File: src/rtl/sram_ctrl_pkg.sv
// rtl/sram_ctrl_pkg.sv - shared parameter defaults and FSM state encoding for the SRAM access controller
// Purpose: the defaults used by sram_access_ctrl and its access-sequencer state type.
// Ports:   none (package).
package sram_ctrl_pkg;

   localparam int DEF_ADDR_W  = 19;
   localparam int DEF_DATA_W  = 8;
   localparam int DEF_N_PORTS = 2;
   localparam int DEF_WRAP    = 0;

   typedef enum logic [2:0] {
      IDLE     = 3'd0,
      WR_SETUP = 3'd1,
      WR_PULSE = 3'd2,
      WR_DONE  = 3'd3,
      RD_ADDR  = 3'd4,
      RD_LATCH = 3'd5,
      RD_DONE  = 3'd6
   } state_t;

endpackage

File: src/rtl/rr_arbiter.sv
// rtl/rr_arbiter.sv - round-robin arbiter with one-hot grant and grant-qualified pointer
// Purpose: picks one of N requesters, searching from the index after the last grant.
// Ports:   clk, rst (sync active-high), en (grant allowed this cycle),
//          req[N] request vector, gnt[N] one-hot grant (combinational, zero when !en).
module rr_arbiter #(
   parameter int N = 3
) (
   input  logic         clk,
   input  logic         rst,
   input  logic         en,
   input  logic [N-1:0] req,
   output logic [N-1:0] gnt
);

   localparam int PTR_W = (N > 1) ? $clog2(N) : 1;
   localparam logic [N-1:0] ONE = 1;

   logic [PTR_W-1:0] ptr_q, ptr_d;

   always_comb begin
      int         idx;
      logic       found;
      logic [N-1:0] sh;
      idx   = 0;
      found = 1'b0;
      sh    = '0;
      gnt   = '0;
      ptr_d = ptr_q;
      for (int i = 0; i < N; i++) begin
         // Candidate index rotated so the search starts at the pointer.
         idx = int'(ptr_q) + i;
         if (idx >= N) idx = idx - N;
         sh = req >> idx;
         if (en && !found && sh[0]) begin
            found = 1'b1;
            gnt   = ONE << idx;
            ptr_d = (idx == N - 1) ? '0 : PTR_W'(idx + 1);
         end
      end
   end

   always_ff @(posedge clk) begin
      if (rst) ptr_q <= '0;
      else     ptr_q <= ptr_d;
   end

endmodule

File: src/rtl/sram_access_ctrl.sv
// rtl/sram_access_ctrl.sv - multi-port asynchronous SRAM access sequencer with auto-incrementing address
// Purpose: arbitrates N_PORTS write requesters and one pending read onto a single SRAM,
//          sequencing WE_n/OE_n/DQ_OE in fixed one-cycle states; all outputs registered.
// Ports:   CLOCK, RESET (sync active-high); WR_REQ/WR_DATA/WR_ACK per-port write handshake;
//          RD_REQ pulse, RD_DATA/RD_VALID read result; ADDR_LOAD/ADDR_LOAD_VAL address load;
//          SRAM_A, SRAM_DQ_OUT/IN, SRAM_DQ_OE, SRAM_WE_n, SRAM_OE_n pad side;
//          EMPTY, FULL, OVERFLOW (sticky), BUSY status.
module sram_access_ctrl
   import sram_ctrl_pkg::*;
#(
   parameter int ADDR_W  = DEF_ADDR_W,
   parameter int DATA_W  = DEF_DATA_W,
   parameter int N_PORTS = DEF_N_PORTS,
   parameter int WRAP    = DEF_WRAP
) (
   input  logic                      CLOCK,
   input  logic                      RESET,
   input  logic [N_PORTS-1:0]        WR_REQ,
   input  logic [N_PORTS*DATA_W-1:0] WR_DATA,
   output logic [N_PORTS-1:0]        WR_ACK,
   input  logic                      RD_REQ,
   output logic [DATA_W-1:0]         RD_DATA,
   output logic                      RD_VALID,
   input  logic                      ADDR_LOAD,
   input  logic [ADDR_W-1:0]         ADDR_LOAD_VAL,
   output logic [ADDR_W-1:0]         SRAM_A,
   output logic [DATA_W-1:0]         SRAM_DQ_OUT,
   input  logic [DATA_W-1:0]         SRAM_DQ_IN,
   output logic                      SRAM_DQ_OE,
   output logic                      SRAM_WE_n,
   output logic                      SRAM_OE_n,
   output logic                      EMPTY,
   output logic                      FULL,
   output logic                      OVERFLOW,
   output logic                      BUSY
);

   state_t              state_q, state_d;
   logic [ADDR_W-1:0]   addr_q, addr_d;
   logic [DATA_W-1:0]   dq_out_q, dq_out_d;
   logic [DATA_W-1:0]   rd_data_q, rd_data_d;
   logic [N_PORTS-1:0]  wr_sel_q, wr_sel_d;
   logic [N_PORTS-1:0]  wr_ack_q, wr_ack_d;
   logic                rd_pend_q, rd_pend_d;
   logic                rd_valid_q, rd_valid_d;
   logic                full_q, full_d;
   logic                ovf_q, ovf_d;
   logic                empty_q, empty_d;
   logic                busy_q, busy_d;
   logic                we_n_q, we_n_d;
   logic                oe_n_q, oe_n_d;
   logic                dq_oe_q, dq_oe_d;

   logic [N_PORTS:0]    arb_req, arb_gnt;
   logic                arb_en;

   // A fresh RD_REQ competes in the same cycle it arrives; the pending flag covers later cycles.
   assign arb_req = {rd_pend_q | RD_REQ, WR_REQ};
   // An address load in IDLE takes the cycle; any coincident request is granted next cycle.
   assign arb_en  = (state_q == IDLE) && !ADDR_LOAD;

   rr_arbiter #(.N(N_PORTS + 1)) u_arb (
      .clk (CLOCK),
      .rst (RESET),
      .en  (arb_en),
      .req (arb_req),
      .gnt (arb_gnt)
   );

   always_comb begin
      state_d   = state_q;
      addr_d    = addr_q;
      dq_out_d  = dq_out_q;
      rd_data_d = rd_data_q;
      wr_sel_d  = wr_sel_q;
      rd_pend_d = rd_pend_q;
      full_d    = full_q;
      ovf_d     = ovf_q;

      case (state_q)
         IDLE: begin
            if (ADDR_LOAD) begin
               addr_d = ADDR_LOAD_VAL;
               full_d = 1'b0;
               ovf_d  = 1'b0;
            end else if (arb_gnt[N_PORTS]) begin
               state_d   = RD_ADDR;
               rd_pend_d = 1'b0;
            end else if (|arb_gnt[N_PORTS-1:0]) begin
               wr_sel_d = arb_gnt[N_PORTS-1:0];
               for (int i = 0; i < N_PORTS; i++) begin
                  if (arb_gnt[i]) dq_out_d = WR_DATA[i*DATA_W +: DATA_W];
               end
               // A full, non-wrapping memory drops the write: straight to the ack state, no WE_n pulse.
               if (full_q) begin
                  state_d = WR_DONE;
                  ovf_d   = 1'b1;
               end else begin
                  state_d = WR_SETUP;
               end
            end
         end
         WR_SETUP: state_d = WR_PULSE;
         WR_PULSE: state_d = WR_DONE;
         RD_ADDR:  state_d = RD_LATCH;
         RD_LATCH: begin
            state_d   = RD_DONE;
            rd_data_d = SRAM_DQ_IN;
         end
         WR_DONE, RD_DONE: begin
            state_d = IDLE;
            // FULL is only ever set on leaving a DONE state, so it being set here means
            // the access happened at the saturated top address: leave the address alone.
            if (!full_q) begin
               if (&addr_q) begin
                  if (WRAP != 0) begin
                     addr_d = '0;
                     ovf_d  = 1'b1;
                  end else begin
                     full_d = 1'b1;
                  end
               end else begin
                  addr_d = addr_q + ADDR_W'(1);
               end
            end
         end
         default: state_d = IDLE;
      endcase

      // Only one read may be outstanding; repeats while pending are dropped.
      if (RD_REQ && !rd_pend_q && !arb_gnt[N_PORTS]) rd_pend_d = 1'b1;

      dq_oe_d    = (state_d == WR_SETUP) || (state_d == WR_PULSE) || (state_d == WR_DONE);
      we_n_d     = (state_d != WR_PULSE);
      oe_n_d     = !((state_d == RD_ADDR) || (state_d == RD_LATCH));
      busy_d     = (state_d != IDLE);
      wr_ack_d   = (state_d == WR_DONE) ? wr_sel_d : '0;
      rd_valid_d = (state_d == RD_DONE);
      empty_d    = (addr_d == '0) && !full_d;
   end

   always_ff @(posedge CLOCK) begin
      if (RESET) begin
         state_q    <= IDLE;
         addr_q     <= '0;
         dq_out_q   <= '0;
         rd_data_q  <= '0;
         wr_sel_q   <= '0;
         wr_ack_q   <= '0;
         rd_pend_q  <= 1'b0;
         rd_valid_q <= 1'b0;
         full_q     <= 1'b0;
         ovf_q      <= 1'b0;
         empty_q    <= 1'b1;
         busy_q     <= 1'b0;
         we_n_q     <= 1'b1;
         oe_n_q     <= 1'b1;
         dq_oe_q    <= 1'b0;
      end else begin
         state_q    <= state_d;
         addr_q     <= addr_d;
         dq_out_q   <= dq_out_d;
         rd_data_q  <= rd_data_d;
         wr_sel_q   <= wr_sel_d;
         wr_ack_q   <= wr_ack_d;
         rd_pend_q  <= rd_pend_d;
         rd_valid_q <= rd_valid_d;
         full_q     <= full_d;
         ovf_q      <= ovf_d;
         empty_q    <= empty_d;
         busy_q     <= busy_d;
         we_n_q     <= we_n_d;
         oe_n_q     <= oe_n_d;
         dq_oe_q    <= dq_oe_d;
      end
   end

   assign WR_ACK      = wr_ack_q;
   assign RD_DATA     = rd_data_q;
   assign RD_VALID    = rd_valid_q;
   assign SRAM_A      = addr_q;
   assign SRAM_DQ_OUT = dq_out_q;
   assign SRAM_DQ_OE  = dq_oe_q;
   assign SRAM_WE_n   = we_n_q;
   assign SRAM_OE_n   = oe_n_q;
   assign EMPTY       = empty_q;
   assign FULL        = full_q;
   assign OVERFLOW    = ovf_q;
   assign BUSY        = busy_q;

endmodule
File: config.mk
export PLATFORM = sky130hd
export DESIGN_NAME = sram_access_ctrl
export DESIGN_NICKNAME = d
export VERILOG_FILES = /design/src/rtl/sram_ctrl_pkg.sv /design/src/rtl/rr_arbiter.sv /design/src/rtl/sram_access_ctrl.sv
export SDC_FILE = /design/constraint.sdc
export NUM_CORES = 1
export LEC_CHECK = 0
export ABC_CLOCK_PERIOD_IN_PS = 2600
export CAP_MARGIN = 0
export CORE_MARGIN = 2
export CORE_UTILIZATION = 30
export DETAILED_ROUTE_END_ITERATION = 12
export HOLD_SLACK_MARGIN = 0.1
export PLACE_DENSITY = 0.63
export SLEW_MARGIN = 20
export SYNTH_ARGS = -nofsm -noshare
export SYNTH_HDL_FRONTEND = slang
export SYNTH_SLANG_ARGS = --single-unit
File: constraint.sdc
create_clock -name CLOCK -period 2.6 [get_ports CLOCK]
set_input_delay 0.39 -clock CLOCK [delete_from_list [all_inputs] [get_ports CLOCK]]
set_output_delay 0.39 -clock CLOCK [all_outputs]
set_load 0.02 [all_outputs]
==> results.sh, run 1 <==
export IMPL_area_growth_pct=77.21
export IMPL_max_cap_violations=0
export IMPL_dieArea_um2=10980
export IMPL_path_clk_slew_ns=0.11
export IMPL_cp_start_kind="flop"
export IMPL_wl_met2_um=5396
export IMPL_worstHoldStart="RD_DATA[0]"
export IMPL_min_to="RD_DATA[0]"
export IMPL_synth_most_common_cell="nand2_1"
export IMPL_rsz0062_at_grt="true"
export IMPL_grt_overflow_total=0
export IMPL_syn_avg_cell_area_um2=7.792
export IMPL_nets=642
export IMPL_path_max_fanout=7
export IMPL_wl_met1_um=5319
export IMPL_outcome="finished with violations"
export IMPL_start_util=0.3103
export IMPL_p_per_area_nw_per_um2=844.5
export IMPL_dr_wl_met3_um=918
export IMPL_highest_layer="met4"
export IMPL_insertedDiodeCount=0
export IMPL_syn_cell_area_um2=3047
export IMPL_clkSinkCount=53
export IMPL_synth_edf_count=0
export IMPL_port_buffers=93
export IMPL_worstMarginPinSlew_ns=0.5692
export IMPL_async_flop_share=0
export IMPL_yosys_register_bits=53
export IMPL_critPathBufInv=5
export IMPL_drc_errors=0
export IMPL_drt_wl_total_um=11830
export IMPL_max_stage_delay_ns=0.40
export IMPL_cts_htree_levels=2
export IMPL_grt_pass1_wl_um=18470
export IMPL_antenna_found_initial=0
export IMPL_end_kind="flop"
export IMPL_drt_iter0_drc=291
export IMPL_grt_pass1_vias=3616
export IMPL_violations="negative setup slack"
export IMPL_crit_reg2reg_launch="u_arb.ptr_q[0]"
export IMPL_finalCritPeriodShare=1.021
export IMPL_seq_area_frac_synth=0.3483
export IMPL_slew_headroom=0.6205
export IMPL_grt_max_degree=41
export IMPL_r2r_end="BUSY"
export IMPL_worstPathRequired_ns=2.79
export IMPL_final_area_um2=5399
export IMPL_hold_viol_final=0
export IMPL_synth_area_leaders="dfxtp_1 (35%), nand2_1 (7.8%), nor2_1 (6.0%)"
export IMPL_ant_nets=0
export IMPL_crit_chain="inv_4, buf_6, ha_4, nand3b_1, buf_4, o311ai_4, a2111oi_4, buf_6, a221oi_4, a221oi_4, buf_4, a211oi_4, o211ai_1"
export IMPL_synth_cells=391
export IMPL_p_leak_nw=2.035
export IMPL_setup_ws_ns=-0.05384
export IMPL_clk_path_buf_depth=2
export IMPL_synthTopCellsByCount="nand2_1 (63), dfxtp_1 (53), nor2_1 (49)"
export IMPL_path_class="flop to flop"
export IMPL_synth_flop_cell="dfxtp_1"
export IMPL_clock_skew_ns=0.01580
export IMPL_yosysUniqueCellTypes=65
export IMPL_nFillCells=946
export IMPL_avgRoutedWirePerCell_um=16.43
export IMPL_dpl_cell_count=701
export IMPL_synth_nets=447
export IMPL_ctsRootBufferMaster="clkbuf_8"
export IMPL_hold_class="flop to flop"
export IMPL_cpMaxStageDelayCell="dfxtp_4"
export IMPL_yosysTopAreaCell="dfxtp_1"
export IMPL_dp_hpwl_um=8707
export IMPL_die_w_um=104.8
export IMPL_io_pins=94
export IMPL_synth_yosys_warnings=0
export IMPL_drt_vias_per_instance=5.353
export IMPL_drv_slew=0
export IMPL_place_gp_congestion=0.9593
export IMPL_vias=3854
export IMPL_ir_drop_mv=0.3431
export IMPL_cp_top_family="compound AO/OA/AOI/OAI gates"
export IMPL_ff2ff_setup_slack_ns=-0.05
export IMPL_arrival_ns=2.85
export IMPL_clk_latency_ns=0.32
export IMPL_min_period_ns=2.654
export IMPL_ctsHoldBuffers=0
export IMPL_setup_violations=7
export IMPL_numCtsBuffers=5
export IMPL_die_y_um=104.8
export IMPL_cts_tree="built"
export IMPL_ff2ff_path_depth=13
export IMPL_fmax_ghz=0.3768
export IMPL_coreArea_um2=9819
export IMPL_placed_area_um2=4976
export IMPL_fin_total_pwr_w=0.004559
export IMPL_fp_row_count=36
export IMPL_drt_pre_antenna_iters=5
export IMPL_netlist_area_leader_share=0.3483
export IMPL_grt_util_all_layers=0.2040
export IMPL_hold_path_depth=2
export IMPL_final_cells=720
export IMPL_drive_gt1_frac=0.3049
==> worst max-delay path by stage <==
stage	cells past startpoint	end	startpoint	slack (ns)
after floorplan	11	SRAM_DQ_OUT[7]	u_arb.ptr_q[0]	-0.14
after global placement	10	SRAM_DQ_OUT[3]	ADDR_LOAD	-0.37
after detailed placement	9	BUSY	WR_REQ[1]	-0.53
after CTS	12	SRAM_DQ_OUT[6]	u_arb.ptr_q[0]	-0.009
after global routing	13	SRAM_DQ_OUT[4]	u_arb.ptr_q[0]	-0.20
final	13	BUSY	u_arb.ptr_q[0]	-0.05
==> state kept, by name, summed over array words and instances, names as in the netlist <==
register	count
SRAM_OE_n	1
EMPTY	1
OVERFLOW	1
SRAM_A	19
WR_ACK	2
rd_pend_q	1
SRAM_WE_n	1
state_q	3
BUSY	1
RD_DATA	8
wr_sel_q	2
u_arb.ptr_q	2
SRAM_DQ_OUT	8
SRAM_DQ_OE	1
FULL	1
RD_VALID	1
==> logic make-up after synthesis <==
kind of cell / count (synthesis) / share of synthesized area
flops: 53 / 0.3483
fa+ha+maj: 7 / 0.02875
compound gates: 101 / 0.2513
xor+xnor: 4 / 0.01150
buf+inv: 32 / 0.04312
mux: 3 / 0.01027
simple gates: 191 / 0.3068
==> routing by layer <==
| metal | vias up | track usage |
|---|---|---|
| met5 | - | 0 |
| met4 | 0 | 0.04952 |
| met3 | 14 | 0.04055 |
| met2 | 182 | 0.3214 |
| met1 | 1824 | 0.2856 |
| li1 | 1834 | - |
==> cells in the final DEF (no fill, tap or decap), types with 3 or more instances in the layout <==
cell type,n
ha_4,3
nor2_1,40
inv_1,7
a311oi_1,5
buf_6,7
o21a_1,3
nor3b_4,3
a311oi_2,3
and2_1,3
xor2_1,3
a21boi_0,3
or4_1,5
nand4_1,6
o41ai_1,3
dfxtp_1,49
o21ai_0,10
a21oi_1,22
clkbuf_8,6
dfxtp_2,3
o311a_1,3
nand2_1,63
ha_1,3
nor4_1,5
nand3b_1,3
nor2_2,8
nor3_1,11
nand3_1,21
buf_4,107
o211ai_1,5
a31oi_1,6
clkdlybuf4s50_1,92
==> timing repair <==
item | CTS | global route
resized for setup | 31 | 25
endpoints found under the hold margin | 0 | 0
setup endpoints to repair | 17 | 19
buffers inserted | 9 | 5
pin swaps | 17 | 4
==> final cells by class <==
class	instances	area, um2	area share
Clock inverter	2	17.52	0.003244
Tap cell	133	166.4	0.03082
Sequential cell	53	1069	0.1979
Clock buffer	6	82.58	0.01530
Timing Repair Buffer	210	1867	0.3458
Multi-Input combinational cell	306	2155	0.3991
Inverter	10	42.54	0.007879
==> per-stage QoR <==
| step | utilization | setup TNS [ns] | hold slack (ns) | setup slack, ns |
|---|---|---|---|---|
| finish | 0.5498 | -0.1639 | 0.4606 | -0.05384 |
| floorplan | - | -0.8013 | 0.4999 | -0.1362 |
| detailed placement | 0.5068 | -7.430 | 0.4494 | -0.5303 |
| global route | 0.5498 | -1.669 | 0.4896 | -0.1960 |
| global placement | 0.5068 | -5.890 | 0.4405 | -0.3663 |
| CTS | 0.5353 | -0.02550 | 0.4611 | -0.009378 |
==> power by group <==
part           total [W]  switching, W  leakage (nW)  internal [W]
clock network   0.000519      0.000297        0.0518      0.000222
logic            0.00292       0.00144          1.55       0.00148
registers        0.00112      0.000134         0.435      0.000989
total            0.00456       0.00187          2.03       0.00269
==> worst reg2reg max path: cells and delay by family (launching register included) <==
family | cells | cell delay, ns
flip-flops | 1 | 0.40
AO/OA/AOI/OAI | 6 | 1.07
AND/OR/NAND/NOR | 1 | 0.22
buffers and inverters | 5 | 0.66
adder cells (fa/ha/maj) | 1 | 0.19
Note: power is estimated with default switching activity, not from simulation.
==> run 2, diff against run 1 <==
CORE_UTILIZATION = 43   (was 30)
PLACE_DENSITY = 0.82   (was 0.63)
==> run 2 against run 1 <==
  * The flow still finishes with violations (negative setup slack)
  * Global-route usage increased by 7.3 points
  * Sequential cell count stayed put
  * Sequential power about the same
  * Count of clock-buffer cells in the layout down 1
  * Via count increased by 1.3%
  * Hold slack lost 0.0021 ns
  * Non-clock buffer count shrank 20
  * Design area down 3.3%
  * Critical path depth unchanged
  * Cell count down 7.9%
  * Routed wire length up 1.6%
  * Maximum frequency shrank 5.2%
  * Critical endpoint is now WR_ACK[1]
==> results.sh, run 2 (synthesis gave the netlist of run 1 again) <==
export IMPL_use_met2=0.4470
export IMPL_outcome="finished with violations"
export IMPL_clk_latency_ns=0.32
export IMPL_numCtsBuffers=5
export IMPL_nets=622
export IMPL_grt_max_degree=33
export IMPL_min_period_ns=2.799
export IMPL_die_y_um=88.18
export IMPL_grt_overflow_total=0
export IMPL_grt_util_all_layers=0.2767
export IMPL_cts_htree_levels=2
export IMPL_mostFrequentLayoutCell="clkdlybuf4s50_1"
export IMPL_grt_busiest_layer="met2"
export IMPL_arrival_ns=3.02
export IMPL_drt_iter0_drc=459
export IMPL_final_area_um2=5220
export IMPL_dp_hpwl_um=7986
export IMPL_insertedDiodeCount=0
export IMPL_path_max_fanout=7
export IMPL_max_stage_delay_ns=0.40
export IMPL_p_leak_nw=1.930
export IMPL_grt_pass1_wl_um=16930
export IMPL_ctsRootBufferMaster="clkbuf_8"
export IMPL_antenna_found_initial=0
export IMPL_setup_violations=16
export IMPL_grtUsageMet1=0.3784
export IMPL_drt_pre_antenna_iters=7
export IMPL_crit_chain="inv_4, buf_6, ha_4, nand3b_1, buf_4, o31ai_4, mux2i_2, a2bb2oi_2, a221oi_4, buf_6, a211oi_4, buf_4, nor3_2"
export IMPL_hold_viol_final=0
export IMPL_setup_ws_ns=-0.1987
export IMPL_worstPathRequired_ns=2.82
export IMPL_drt_vias_per_instance=5.891
export IMPL_port_buffers=93
export IMPL_slew_headroom=0.6642
export IMPL_drc_errors=0
export IMPL_nFillCells=479
export IMPL_drive_gt1_frac=0.2981
export IMPL_io_pins=94
export IMPL_end_kind="flop"
export IMPL_cts_tree="built"
export IMPL_place_gp_congestion=1.033
export IMPL_cpMaxStageDelayCell="dfxtp_4"
export IMPL_placed_area_um2=4757
export IMPL_drv_slew=0
export IMPL_drt_wl_total_um=12020
export IMPL_p_per_area_nw_per_um2=872.1
export IMPL_violations="negative setup slack"
export IMPL_grt_use_met3=0.04807
export IMPL_path_clk_slew_ns=0.11
export IMPL_fmax_ghz=0.3573
export IMPL_dp_slack_ns=-0.5084
export IMPL_coreArea_um2=6832
export IMPL_ir_drop_mv=0.4181
export IMPL_start_util=0.4460
export IMPL_die_w_um=88.18
export IMPL_clkSinkCount=53
export IMPL_clk_path_buf_depth=2
export IMPL_avgRoutedWirePerCell_um=18.13
export IMPL_finalCritPeriodShare=1.076
export IMPL_dieArea_um2=7775
export IMPL_max_cap_violations=0
export IMPL_postLayoutCoreUtil=0.7641
export IMPL_path_class="flop to flop"
export IMPL_vias=3906
export IMPL_largest_reg_flops=19
export IMPL_rsz0062_at_grt="true"
export IMPL_cp_start_kind="flop"
export IMPL_clock_skew_ns=0.01509
export IMPL_final_cell_mix="clkdlybuf4s50_1 (92), buf_4 (90), nand2_1 (61)"
export IMPL_ant_nets=0
export IMPL_hold_class="flop to flop"
export IMPL_grt_pass1_vias=3517
export IMPL_worstMarginPinSlew_ns=0.4990
export IMPL_fp_row_count=30
export IMPL_area_growth_pct=71.33
run 2: changes by cell type in the layout (fill, tap and decap cells not counted), sizes merged:
cell / before / now
dlymetal6s2s: 0 / 1
dlygate4sd2: 1 / 0
clkinv: 1 / 2
clkbuf: 6 / 5
buf: 117 / 97
run 2: final cells by class:
| cell class | instances | area, um2 | area share |
|---|---|---|---|
| clock inverters | 3 | 26.28 | 0.005034 |
| inverters | 10 | 40.04 | 0.007670 |
| clock buffers | 5 | 68.82 | 0.01318 |
| well taps | 96 | 120.1 | 0.02301 |
| multi-input cells | 306 | 2191 | 0.4197 |
| flip-flops and latches | 53 | 1070 | 0.2049 |
| repair buffers | 190 | 1704 | 0.3265 |
run 2: layer usage:
metal  vias up  wire length, um
met1      1830             5035
met5         -                0
met4         0              231
met3        31             1107
li1       1798                -
met2       247             5646
run 2: path summary, 6_finish.rpt:
kind	startpoint	end	slack [ns]	depth (start not counted)
max	u_arb.ptr_q[0]	WR_ACK[1]	-0.20	13
min	RD_DATA[4]	RD_DATA[4]	0.46	2
max reg2reg	u_arb.ptr_q[0]	WR_ACK[1]	-0.20	13
min reg2reg	RD_DATA[4]	RD_DATA[4]	0.46	2
run 2: report_power, final:
group / internal, W / switching [W]
combinational: 0.00140 / 0.00149
clock: 0.000197 / 0.000313
sequential: 0.000990 / 0.000160
total: 0.00259 / 0.00196
run 2: critical path: cells and delay by family (launching register included):
kind                     cells  cell delay, ns
buffers and inverters        5            0.70
multiplexers                 1            0.33
AO/OA/AOI/OAI                4            0.75
AND/OR/NAND/NOR              2            0.32
adder cells (fa/ha/maj)      1            0.19
flip-flops                   1            0.40
run 2: repair_timing:
action | in CTS | in global routing
gates cloned | 1 | 0
resized for setup | 16 | 44
endpoints found under the hold margin | 0 | 0
endpoints found under the setup margin | 18 | 22
hold buffers | 0 | 0
setup buffers | 5 | 12
pin swaps | 8 | 19
run 2: through the flow:
step                      setup TNS (ns)  cells  hold slack, ns  total power, W
after floorplan                  -0.8013    391          0.4999        0.002417
after global placement            -5.694    641          0.4402        0.003434
after detailed placement          -8.335    641          0.4474        0.003487
after CTS                       -0.09163    655          0.4614        0.004145
after global routing              -3.322    663          0.4766        0.004749
final                             -1.334    663          0.4585        0.004552
